## config.mk

```make
export PLATFORM = sky130hd
export DESIGN_NAME = addsub_iter
export DESIGN_NICKNAME = d
export VERILOG_FILES = /design/src/rtl/addsub_iter_pkg.sv /design/src/rtl/addsub_slice.sv /design/src/rtl/addsub_iter.sv
export SDC_FILE = /design/constraint.sdc
export NUM_CORES = 1
export LEC_CHECK = 0
export ABC_AREA = 1
export ABC_CLOCK_PERIOD_IN_PS = 7480
export CORE_ASPECT_RATIO = 1.4
export CORE_MARGIN = 2
export CORE_UTILIZATION = 39
export CTS_CLUSTER_DIAMETER = 80
export DETAILED_ROUTE_END_ITERATION = 6
export GPL_TIMING_DRIVEN = 0
export MAX_ROUTING_LAYER = met4
export PLACE_DENSITY_LB_ADDON = 0.1
export SLEW_MARGIN = 20
export SYNTH_ARGS = -nofsm -noshare
export SYNTH_HDL_FRONTEND = slang
export SYNTH_SLANG_ARGS = --single-unit
```

## constraint.sdc

```tcl
create_clock -name clk -period 7.48 [get_ports clk]
set_input_delay 0.748 -clock clk [delete_from_list [all_inputs] [get_ports clk]]
set_output_delay 0.748 -clock clk [all_outputs]
set_load 0.02 [all_outputs]
```

## src/rtl/addsub_iter_pkg.sv

```systemverilog
// addsub_iter shared types: FSM encoding, datapath width, slice count.
// Optional signed-overflow flag is enabled by ADDSUB_OVERFLOW_EN.
package addsub_iter_pkg;

  localparam int DATA_W = 32;

  typedef enum logic [1:0] {
    IDLE = 2'd0,
    BUSY = 2'd1,
    DONE = 2'd2
  } state_e;

  function automatic int slice_cnt(input int sw);
    return DATA_W / sw;
  endfunction

  // A single-slice build still needs a 1-bit index register.
  function automatic int idx_w(input int n);
    return (n > 1) ? $clog2(n) : 1;
  endfunction

endpackage

```

## src/rtl/addsub_slice.sv

```systemverilog
// Combinational W-bit ripple-carry adder slice.
// Bit cells are plain full adders chained on the carry.
module addsub_slice #(
  parameter int W = 8
) (
  input  logic [W-1:0] a_i,
  input  logic [W-1:0] b_i,
  input  logic         ci_i,
  output logic [W-1:0] s_o,
  output logic         co_o
);

  logic [W:0] c;

  assign c[0] = ci_i;

  for (genvar i = 0; i < W; i++) begin : g_fa
    logic p;
    assign p        = a_i[i] ^ b_i[i];
    assign s_o[i]   = p ^ c[i];
    assign c[i+1]   = (a_i[i] & b_i[i]) | (p & c[i]);
  end

  assign co_o = c[W];

endmodule

```

## src/rtl/addsub_iter.sv

```systemverilog
// Iterative 32-bit add/sub, SLICE_W bits per cycle, valid/ready handshakes.
// Define ADDSUB_OVERFLOW_EN to compute the signed-overflow flag 'of'.
module addsub_iter
  import addsub_iter_pkg::*;
#(
  parameter int SLICE_W = 8
) (
  input  logic              clk,
  input  logic              rst,
  input  logic              in_valid,
  output logic              in_ready,
  input  logic [DATA_W-1:0] a,
  input  logic [DATA_W-1:0] b,
  input  logic              sub,
  output logic              out_valid,
  input  logic              out_ready,
  output logic [DATA_W-1:0] result,
  output logic              zf,
  output logic              cf,
  output logic              of
);

  localparam int N  = slice_cnt(SLICE_W);
  localparam int IW = idx_w(N);

  state_e            state_q;
  logic [DATA_W-1:0] a_q;
  logic [DATA_W-1:0] b_q;
  logic [DATA_W-1:0] res_q;
  logic [DATA_W-1:0] res_d;
  logic              c_q;
  logic [IW-1:0]     idx_q;
  logic              in_ready_q;
  logic              out_valid_q;
  logic              zf_q;
  logic              cf_q;

  logic [SLICE_W-1:0] sa;
  logic [SLICE_W-1:0] sb;
  logic [SLICE_W-1:0] ss;
  logic               sco;
  logic               last;

  always_comb begin
    sa    = a_q[int'(idx_q)*SLICE_W +: SLICE_W];
    sb    = b_q[int'(idx_q)*SLICE_W +: SLICE_W];
    res_d = res_q;
    res_d[int'(idx_q)*SLICE_W +: SLICE_W] = ss;
    last  = (idx_q == IW'(N-1));
  end

  addsub_slice #(
    .W (SLICE_W)
  ) u_slice (
    .a_i  (sa),
    .b_i  (sb),
    .ci_i (c_q),
    .s_o  (ss),
    .co_o (sco)
  );

`ifdef ADDSUB_OVERFLOW_EN
  logic of_q;
`endif

  always_ff @(posedge clk or posedge rst) begin
    if (rst) begin
      state_q     <= IDLE;
      a_q         <= '0;
      b_q         <= '0;
      res_q       <= '0;
      c_q         <= 1'b0;
      idx_q       <= '0;
      in_ready_q  <= 1'b1;
      out_valid_q <= 1'b0;
      zf_q        <= 1'b0;
      cf_q        <= 1'b0;
`ifdef ADDSUB_OVERFLOW_EN
      of_q        <= 1'b0;
`endif
    end else begin
      case (state_q)
        IDLE: begin
          if (in_valid) begin
            a_q        <= a;
            b_q        <= b ^ {DATA_W{sub}};
            c_q        <= sub;
            idx_q      <= '0;
            in_ready_q <= 1'b0;
            state_q    <= BUSY;
          end
        end
        BUSY: begin
          res_q <= res_d;
          c_q   <= sco;
          idx_q <= idx_q + IW'(1);
          if (last) begin
            idx_q       <= '0;
            state_q     <= DONE;
            out_valid_q <= 1'b1;
            zf_q        <= (res_d == '0);
            cf_q        <= sco;
`ifdef ADDSUB_OVERFLOW_EN
            of_q <= (a_q[DATA_W-1] == b_q[DATA_W-1]) &&
                    (res_d[DATA_W-1] != a_q[DATA_W-1]);
`endif
          end
        end
        DONE: begin
          if (out_ready) begin
            out_valid_q <= 1'b0;
            in_ready_q  <= 1'b1;
            state_q     <= IDLE;
          end
        end
        default: state_q <= IDLE;
      endcase
    end
  end

  assign in_ready  = in_ready_q;
  assign out_valid = out_valid_q;
  assign result    = res_q;
  assign zf        = zf_q;
  assign cf        = cf_q;
`ifdef ADDSUB_OVERFLOW_EN
  assign of        = of_q;
`else
  assign of        = 1'b0;
`endif

endmodule

```

==> results of run 1 <==
kinds of logic (layout without fill, tap and decap cells):
| kind of cell | Yosys count | in the layout |
|---|---|---|
| adders and majority gates | 14 | 14 |
| other | 1 | 1 |
| and+or+nand+nor | 332 | 332 |
| DFF | 105 | 105 |
| AOI/OAI and AO/OA | 128 | 128 |
| buffers and inverters | 83 | 202 |
| muxes | 1 | 1 |
| xor gates and xnor gates | 32 | 32 |
how the worst min path moves through the flow:
stage	slack (ns)	end	cells after the start
3_3_place_gp	0.45	in_ready	2
3_5_place_dp	0.46	a_q[19]	2
5_1_grt	0.49	a_q[19]	2
2_1_floorplan	0.44	a_q[15]	2
6_report	0.47	a_q[19]	2
4_1_cts	0.48	a_q[19]	2
tightest hold or removal path, cell delays in order, from the launching register on:
cell	delay, ns
dfrtp_1	0.34
nand2_1	0.06
nand2_1	0.05
routing by layer:
metal / vias up / share of wire (%) / routed length, µm
li1: 2452 / - / -
met1: 2322 / 39 / 6140
met2: 144 / 54 / 8470
met3: 35 / 3.8 / 600
met4: 0 / 3.3 / 522
met5: - / 0 / 0
Yosys cell counts (5+ instances only):
cell type,instances
o22ai_1,12
clkbuf_1,13
nor2_1,65
inv_2,5
a21oi_1,12
inv_1,39
a32o_1,6
nand2_1,234
a31oi_1,5
nor2_2,5
dfrtp_1,104
o21ai_0,89
nand3_1,22
ha_1,6
xnor2_1,32
fa_1,8
buf_2,20
sequential cells by signal (all words and copies together) (netlist names):
name / cells
zf: 1
in_ready: 1
c_q: 1
idx_q: 2
cf: 1
state_q: 2
result: 32
out_valid: 1
a_q: 32
b_q: 32
per-stage QoR:
| step | util [%] | area [µm²] |
|---|---|---|
| after floorplan | - | 5540 |
| after global placement | 48.9 | 6800 |
| after detailed placement | 49.1 | 6830 |
| after CTS | 51.4 | 7150 |
| after global routing | 51.4 | 7150 |
| final | 51.4 | 7150 |
cell type report:
type                       count  area share [%]
timing repair buffer         104            14.8
sequential                   105            36.8
buffer                        39            2.82
multi-input combinational    508            35.5
clock inverter                 4            1.07
tap                          185            3.24
clock buffer                  11            3.39
inverter                      44            2.38
power by group through the flow:
stage          clock network (µW)  logic (µW)  registers [µW]
2_1_floorplan                   0        1180            1030
3_3_place_gp                    0        1890             984
3_5_place_dp                    0        1920             989
4_1_cts                       521        1930             981
5_1_grt                       546        2120            1010
6_report                      516        1920             980
==> impl_results.md, run 1 <==
* Crit path to: zf
* Top cell type by total area after synthesis: dfrtp_1
* Internal power at between 1500 and 2000 µW
* Drt pass-1 iters at 5
* TNS Setup at 0 ns
* Sw power at 1600 µW
* Compound-gate portion of the synthesized area at 12.5%
* Logic pwr share at 56.2%
* #FFs+latches synth at 105
* Initial DRC Count at 165
* Cts-stage hold buffer count at 0
* Core area at 13900 µm²
* Asr flop ratio synth at 100%
* EDFF count, synth at 0
* Sw frac at 46.7%
* Final ANT Viol Nets at 0
* R2R Setup Slk at 1.71 ns
* Commonest non-fill, non-tap cell in the layout: nand2_1
* Number of global-route vias before repair at 4900
* CP Depth at 25
* GR Util met1 at 23.4%
* Met3 track demand over resource at roughly 3.0%
* FF/Latch Area at roughly 2600 µm²
* Most frequent cell on the critical path: fa_1
* Max-cap check violation count at 0
* Critical path type: register to register
* Worst Setup Slack, final at 1.71 ns
* Largest family of logic cells by synthesized area: simple AND/OR/NAND/NOR gates
* Initial antenna violation count at 0
* Congestion Overflow GR at 0
* RSZ-0062 raised after global routing: false
* Routability cong. at approximately 0.9
* PortBufs at 103
* Io pins at 106
* Residual DRC at 0
* Shortest period the worst path allows at 5.77 ns
* WP buf/inv at 6
* Setup Skew at a little over 0.007 ns
* Worst skew pair latency at 0.35 ns
* Critical Path AT at 6.06 ns
* Vias per Instance at 4.95
* Fin crit share at 77.1%
* Final Hold Viols at 0
* GRT Total Usage at 21.5%
* Multiplexer area fraction after synthesis at 0.203%
* Setup crit end kind: register
* Die height at 145 µm
* Register area share after synthesis at 47.5%
* Net Count, Synth at 779
* Starting Density at between 30 and 40%
* Status: completed
* Die area at 15200 µm²
* Least-Margin Pin Slew at 0.592 ns
* Multi-input gate area at around 2500 µm²
* WP data required at around 8 ns
* Hold path startpoint: a_q[19]
* DR vias at 4953
* # fillers at roughly 1400
* Synth top area share at 47.0%
* Cell Rows at 51
* Clk pwr share at 15.1%
* Grt peak-use layer: met2
* Top FF cell, synth: dfrtp_1
* Avg Synthesized Cell Area at 7.96 µm²
* Layout area overhead at 29.1%
* DP Cell Count at just under 1000
* CTS tree: yes
* Nets@finish at 894
* F_max at 0.173 GHz
* Htree depth at 3
* CP max FO at 12
* Yosys warns at 0
* IR drop worst, VDD at 0.184 mV
* Synth Area in XOR/XNOR at approximately 5%
* Clock Tree Buf Depth at 2
* Synth unique cells at 29
* Post_cts resized at 0
* Post-Layout Cell Count at 1000
* Top delay family on crit path: adder cells
* First-pass GRT wire length at 24900 µm
* Maximum number of pins on one net before global-route repair at 78
* Sequential Power Share at roughly 29%
* Post-CTS Setup Inserts at 0
* Simple-Gate Fraction of Synth Area at 23.8%
* Commonest non-fill, non-tap cells in the layout: nand2_1 (234), dfrtp_1 (104), clkdlybuf4s50_1 (103), o21ai_0 (89), nor2_1 (65)
* Final hold slack at 0.475 ns
* Final WL at 15700 µm
* Pre-CTS setup slack at 1.69 ns
* R2R cell count at 25
* P per Cell Area at 478 nW/µm²
* Slew headroom at 60.5%
* Die Width at 105 µm
* DP HPWL at 12100 µm
* Sink Count at 105
* Static Leak at about 0.0032 µW
* Slowest cell on crit path: fa_1
* Grt met2 use at 39.2%
* Mapped Area at 5540 µm²
* Mapped Cells at between 600 and 700
* ANT cells at 0
* Crit. Startpoint: idx_q[0]
* Routed wire per std cell at 15.7 µm
* Clock Pin Slew Worst Setup and Hold Paths at 0.07 ns
* Synth Area in Adders at 4.25%
* Largest cells by area after synthesis: dfrtp_1 (47%), nand2_1 (16%), o21ai_0 (8.0%), xnor2_1 (5.1%), nor2_1 (4.4%)
* CP max stage delay at 0.48 ns
* Reg2reg end: zf
* Clock root buffer: clkbuf_16
* Worst setup SP type: register
* Reg2reg start: idx_q[0]
* Fraction of layout cells with a size suffix above 1 at 7.24%
* HP Class: register to register
* # setup viols final at 0
* Design Power at 3420 µW
* Slew Limit Fails at 0
* Cts bufs inserted at 9
(Power assumes the default switching activity.)
==> run 2: changes to the inputs <==
ABC_CLOCK_PERIOD_IN_PS = 4700   (was 7480)
clock period = 4.7 ns   (was 7.48 ns; I/O delays follow)
==> impl_results.md, run 2 (synthesized netlist as in run 1, its figures left out) <==
* Worst skew pair latency at 0.35 ns
* GRT Total Usage at 21.8%
* Initial DRC Count at roughly 220
* Failing checks: negative setup slack
* Clock Pin Slew Worst Setup and Hold Paths at 0.07 ns
* Final WL at 15800 µm
* Drt pass-1 iters at 4
* DP HPWL at 12200 µm
* Routability cong. at 0.918
* Cts-stage hold buffer count at 0
* Setup crit end kind: register
* Final hold slack at 0.467 ns
* Maximum number of pins on one net before global-route repair at 68
* # fillers at 1409
* Worst setup SP type: register
* Cell Rows at between 50 and 60
* Hold path startpoint: in_ready
* CP max stage delay at 0.48 ns
* Crit. Startpoint: idx_q[0]
* Worst Setup Slack, final at -0.0895 ns
* Sw frac at a little under half
* Top delay family on crit path: adder cells
* ANT cells at 0
* Final Util at 53.2%
* Core area at 13900 µm²
* Clock root buffer: clkbuf_16
* Post-Layout Cell Count at between 1000 and 1500
* Final ANT Viol Nets at 0
* Final Hold Viols at 0
* Static Leak at 0.00334 µW
* Worst-path cell chain: buf_6 > buf_8 > buf_8 > buf_4 > o21ai_1 > a21oi_2 > fa_2 > fa_2 > fa_2 > fa_2 > fa_2 > fa_2 > inv_2 > fa_2 > nand3_4 > nor2_4 > nor2_2 > nand2_1 > nor2_2 > nand2_2 > nor2_1 > nand3_1 > nand2_1
* Die Width at 105 µm
* Die height at 145 µm
* Residual DRC at 0
* Initial antenna violation count at 0
* Commonest non-fill, non-tap cell in the layout: nand2_1
* DP Cell Count at roughly 990
* Nets@finish at 913
* Slew Limit Fails at 0
* Fraction of layout cells with a size suffix above 1 at 12.4%
* Vias per Instance at slightly below 5
* Cts bufs inserted at 9
* Internal power at just over 3000 µW
* DR vias at 5058
* Number of global-route vias before repair at 5171
* Htree depth at 3
* Sequential Power Share at 27.7%
* Congestion Overflow GR at 0
* WP data required at 4.99 ns
* CTS tree: yes
* Setup Skew at 0.00554 ns
* Slowest cell on crit path: fa_2
* Clock Tree Buf Depth at 2
* Max-cap check violation count at 0
* PortBufs at 103
* Commonest non-fill, non-tap cells in the layout: nand2_1 (233), dfrtp_1 (103), clkdlybuf4s50_1 (103), o21ai_0 (83), nor2_1 (61)
* Critical Path AT at 5.08 ns
* WP buf/inv at 5
* CP max FO at 7
* HP Class: register to register
* Die area at 15200 µm²
* Design Power at 5680 µW
* Shortest period the worst path allows at 4.79 ns
* Sw power at 2640 µW
* Most frequent cell on the critical path: fa_2
* Clk pwr share at 12.3%
* Layout area overhead at 33.6%
* F_max at ~0.21 GHz
* Critical path type: register to register
* Sink Count at between 100 and 150
* # setup viols final at 1
* IR drop worst, VDD at a little under 0.4 mV
* Starting Density at 39.8%
* Routed wire per std cell at between 15 and 20 µm
* First-pass GRT wire length at 25400 µm
* Status: complete, but fails checks
* Logic pwr share at 60.0%
* Reg2reg start: idx_q[0]
* RSZ-0062 raised after global routing: true
* Io pins at approximately 110
* P per Cell Area at 767 nW/µm²
* Fin crit share at 102%
## run 2: cell count changes in the layout (fill, tap and decap cells not counted), sizes merged
cell and change:
bufinv -2, buf +19, clkbuf +1, clkinv +2, inv -1
## run 2: per-layer routing
layer  part of all wire (%)  global-route usage (%)  vias up
li1                       -                       -     2479
met1                     39                    23.1     2402
met2                     53                    39.0      131
met3                    2.7                    1.98       46
met4                    5.5                    13.1        0
met5                      0                       -        -
## run 2: what timing repair did
item,CTS,global route
cloned,0,0
buffers inserted,15,5
gates resized for setup,30,14
endpoints found under the setup margin,6,5
pin swaps,18,17
## run 2: final timing paths
kind,end,slack [ns],cells past startpoint
worst max-delay path,zf,-0.09,23
worst min-delay path,in_ready,0.47,2
worst max register to register,zf,-0.09,23
worst min register to register,in_ready,0.47,2
max in group asynchronous,idx_q[1],3.57,3
min in group asynchronous,result[10],0.49,2
## run 2: stage by stage
step                worst slack (ns)  TNS (ns)  instance area (µm²)
floorplan                     0.0138         0                 5570
detailed placement            -0.676     -1.73                 6860
CTS                           -0.322    -0.322                 7330
global route                  -0.218    -0.218                 7400
global placement              -0.658     -4.02                 6830
finish                       -0.0895   -0.0895                 7400
## run 2: power groups by stage
stage	Combinational [µW]	Clock [µW]	Sequential (µW)
after detailed placement	3080	0	1580
after global routing	3750	736	1620
after CTS	3340	711	1570
after global placement	3030	0	1570
final	3410	699	1570
after floorplan	1920	0	1640
## run 2: layout make-up
class	instances	area, µm²	share of cell area [%]
clock inverter	3	17.5	0.237
tap	185	231	3.13
buffer	38	260	3.52
inverter	44	173	2.33
multi-input combinational	508	2630	35.6
sequential	105	2630	35.6
timing repair buffer	124	1210	16.3
clock buffer	12	246	3.33
## run 2: worst reg2reg max path, cell delays in order, from the launching register on
cell	delay [ns]
dfrtp_1	0.39
buf_6	0.14
buf_8	0.13
buf_8	0.13
buf_4	0.13
o21ai_1	0.18
a21oi_2	0.12
fa_2	0.40
fa_2	0.34
fa_2	0.37
fa_2	0.35
fa_2	0.35
fa_2	0.35
inv_2	0.07
fa_2	0.48
nand3_4	0.13
nor2_4	0.04
nor2_2	0.10
nand2_1	0.07
nor2_2	0.11
nand2_2	0.09
nor2_1	0.09
nand3_1	0.09
nand2_1	0.06
==> run 3: changes to the inputs <==
GPL_ROUTABILITY_DRIVEN = 0   (was not set)
PLACE_DENSITY = 0.68   (was not set)
PLACE_DENSITY_LB_ADDON = not set   (was 0.1)
==> impl_results.md, run 3 (synthesized netlist as in run 1, its figures left out) <==
* Status: complete, but fails checks
* Failing checks: negative setup slack
* Congestion Overflow GR at 0
* CP max FO at 9
* Drt pass-1 iters at 5
* Static Leak at 0.00334 µW
* Die Width at 105 µm
* PortBufs at 103
* Number of global-route vias before repair at between 4000 and 5000
* IR drop worst, VDD at 0.355 mV
* Most frequent cell on the critical path: fa_2
* P per Cell Area at 759 nW/µm²
* Final WL at roughly 15000 µm
* Reg2reg end: zf
* DR vias at between 4000 and 5000
* Reg2reg start: idx_q[0]
* Fraction of layout cells with a size suffix above 1 at 11.2%
* HP Class: register to register
* Starting Density at between 30 and 40%
* Worst skew pair latency at 0.35 ns
* Commonest non-fill, non-tap cell in the layout: nand2_1
* WP data required at 4.99 ns
* Worst setup SP type: register
* DP HPWL at 11400 µm
* Critical Path AT at 5.14 ns
* Io pins at 106
* CP max stage delay at 0.47 ns
* Clock Tree Buf Depth at 2
* Top delay family on crit path: adder cells
* RSZ-0062 raised after global routing: true
* # setup viols final at 1
* Max-cap check violation count at 0
* Commonest non-fill, non-tap cells in the layout: nand2_1 (234), dfrtp_1 (103), clkdlybuf4s50_1 (103), o21ai_0 (84), nor2_1 (64)
* Layout area overhead at 33.1%
* Final Hold Viols at 0
* CTS tree: yes
* Cts bufs inserted at 9
* Worst-path cell chain: buf_6 > inv_6 > clkbuf_16 > nor2_1 > o22ai_2 > fa_2 > inv_2 > fa_2 > fa_2 > fa_2 > fa_2 > fa_2 > fa_2 > inv_2 > fa_2 > nand3_2 > nor2_2 > nor2_2 > nand2_1 > nor2_1 > nand2_1 > nor2_1 > nand3_1 > nand2_1
* Maximum number of pins on one net before global-route repair at 56
* Routed wire per std cell at 15.0 µm
* WHS Endpoint: in_ready
* Die height at 145 µm
* R2R cell count at 24
* First-pass GRT wire length at 24200 µm
* Hold path startpoint: in_ready
* Slew headroom at between 60% and 70%
* Slew Limit Fails at 0
* GRT Total Usage at 20.8%
* Residual DRC at 0
* Core area at 13900 µm²
* Initial DRC Count at between 200 and 250
* Initial antenna violation count at 0
* Final ANT Viol Nets at 0
* Htree depth at 3
* ANT cells at 0
* Fin crit share at 103%
* Cell Rows at between 50 and 60
* Worst Setup Slack, final at -0.148 ns
* Shortest period the worst path allows at 4.85 ns
* Sink Count at 105
* Least-Margin Pin Slew at 0.508 ns
* # fillers at 1376
* Critical path type: register to register
* Setup crit end kind: register
* R2R Setup Slk at -0.15 ns
* WP buf/inv at 5
* Hold Path Depth at 2
* Final hold slack at roughly 0.47 ns
* TNS Setup at -0.148 ns
* Die area at around 15000 µm²
* Clock Pin Slew Worst Setup and Hold Paths at 0.07 ns
* Slowest cell on crit path: fa_2
* Nets@finish at 908
* Clock root buffer: clkbuf_16
* F_max at 0.206 GHz
* Vias per Instance at 4.92
* Setup Skew at 0.00647 ns
run 3: cell type report:
type	count	area (µm²)	area share [%]
inverter	44	178	2.41
timing repair buffer	119	1190	16.1
clock buffer	12	246	3.34
tap	185	231	3.14
sequential	105	2630	35.7
clock inverter	4	52.6	0.713
buffer	38	260	3.53
multi-input combinational	508	2580	35.1
run 3: worst max-delay path by stage:
stage | startpoint | to | depth (start not counted)
finish | idx_q[0] | zf | 24
global route | idx_q[0] | zf | 24
CTS | idx_q[0] | zf | 25
detailed placement | idx_q[1] | zf | 23
global placement | idx_q[1] | zf | 23
floorplan | idx_q[0] | zf | 25
run 3: stage by stage:
step	power, µW	util [%]	setup slack [ns]	instance area [µm²]	instances
final	5590	53.0	-0.148	7370	1015
after global placement	4530	49.1	-0.521	6830	984
after detailed placement	4580	49.3	-0.560	6860	985
after floorplan	3560	-	0.0138	5570	696
after global routing	6020	53.0	-0.301	7370	1015
after CTS	5470	52.2	-0.175	7270	1007
run 3: where the power goes:
group / total, µW / switching (µW) / internal (µW) / leakage (µW)
sequential: 1560 / 256 / 1310 / 0.00133
combinational: 3270 / 1960 / 1310 / 0.00186
clock: 764 / 335 / 429 / 0.000147
run 3: timing repair:
| action | in CTS | in global routing |
|---|---|---|
| gates resized for setup | 20 | 15 |
| buffers inserted | 6 | 8 |
| endpoints found under the hold margin | 0 | 0 |
| pin swaps | 9 | 14 |
| setup endpoints to repair | 5 | 3 |
| gates cloned | 0 | 1 |
| hold buffers | 0 | 0 |
run 3: per-layer routing:
| layer | track usage [%] | wire (µm) | vias up | share of wire, % |
|---|---|---|---|---|
| li1 | - | - | 2475 | - |
| met3 | 2.29 | 511 | 35 | 3.4 |
| met5 | - | 0 | - | 0 |
| met2 | 37.2 | 8110 | 142 | 53 |
| met4 | 9.47 | 570 | 0 | 3.8 |
| met1 | 23.2 | 5980 | 2345 | 39 |
run 3: worst min-delay path, cell delays in order (launching register included):
cell and delay, ns:
dfstp_2 0.37, nand2_1 0.05, nand2_1 0.04
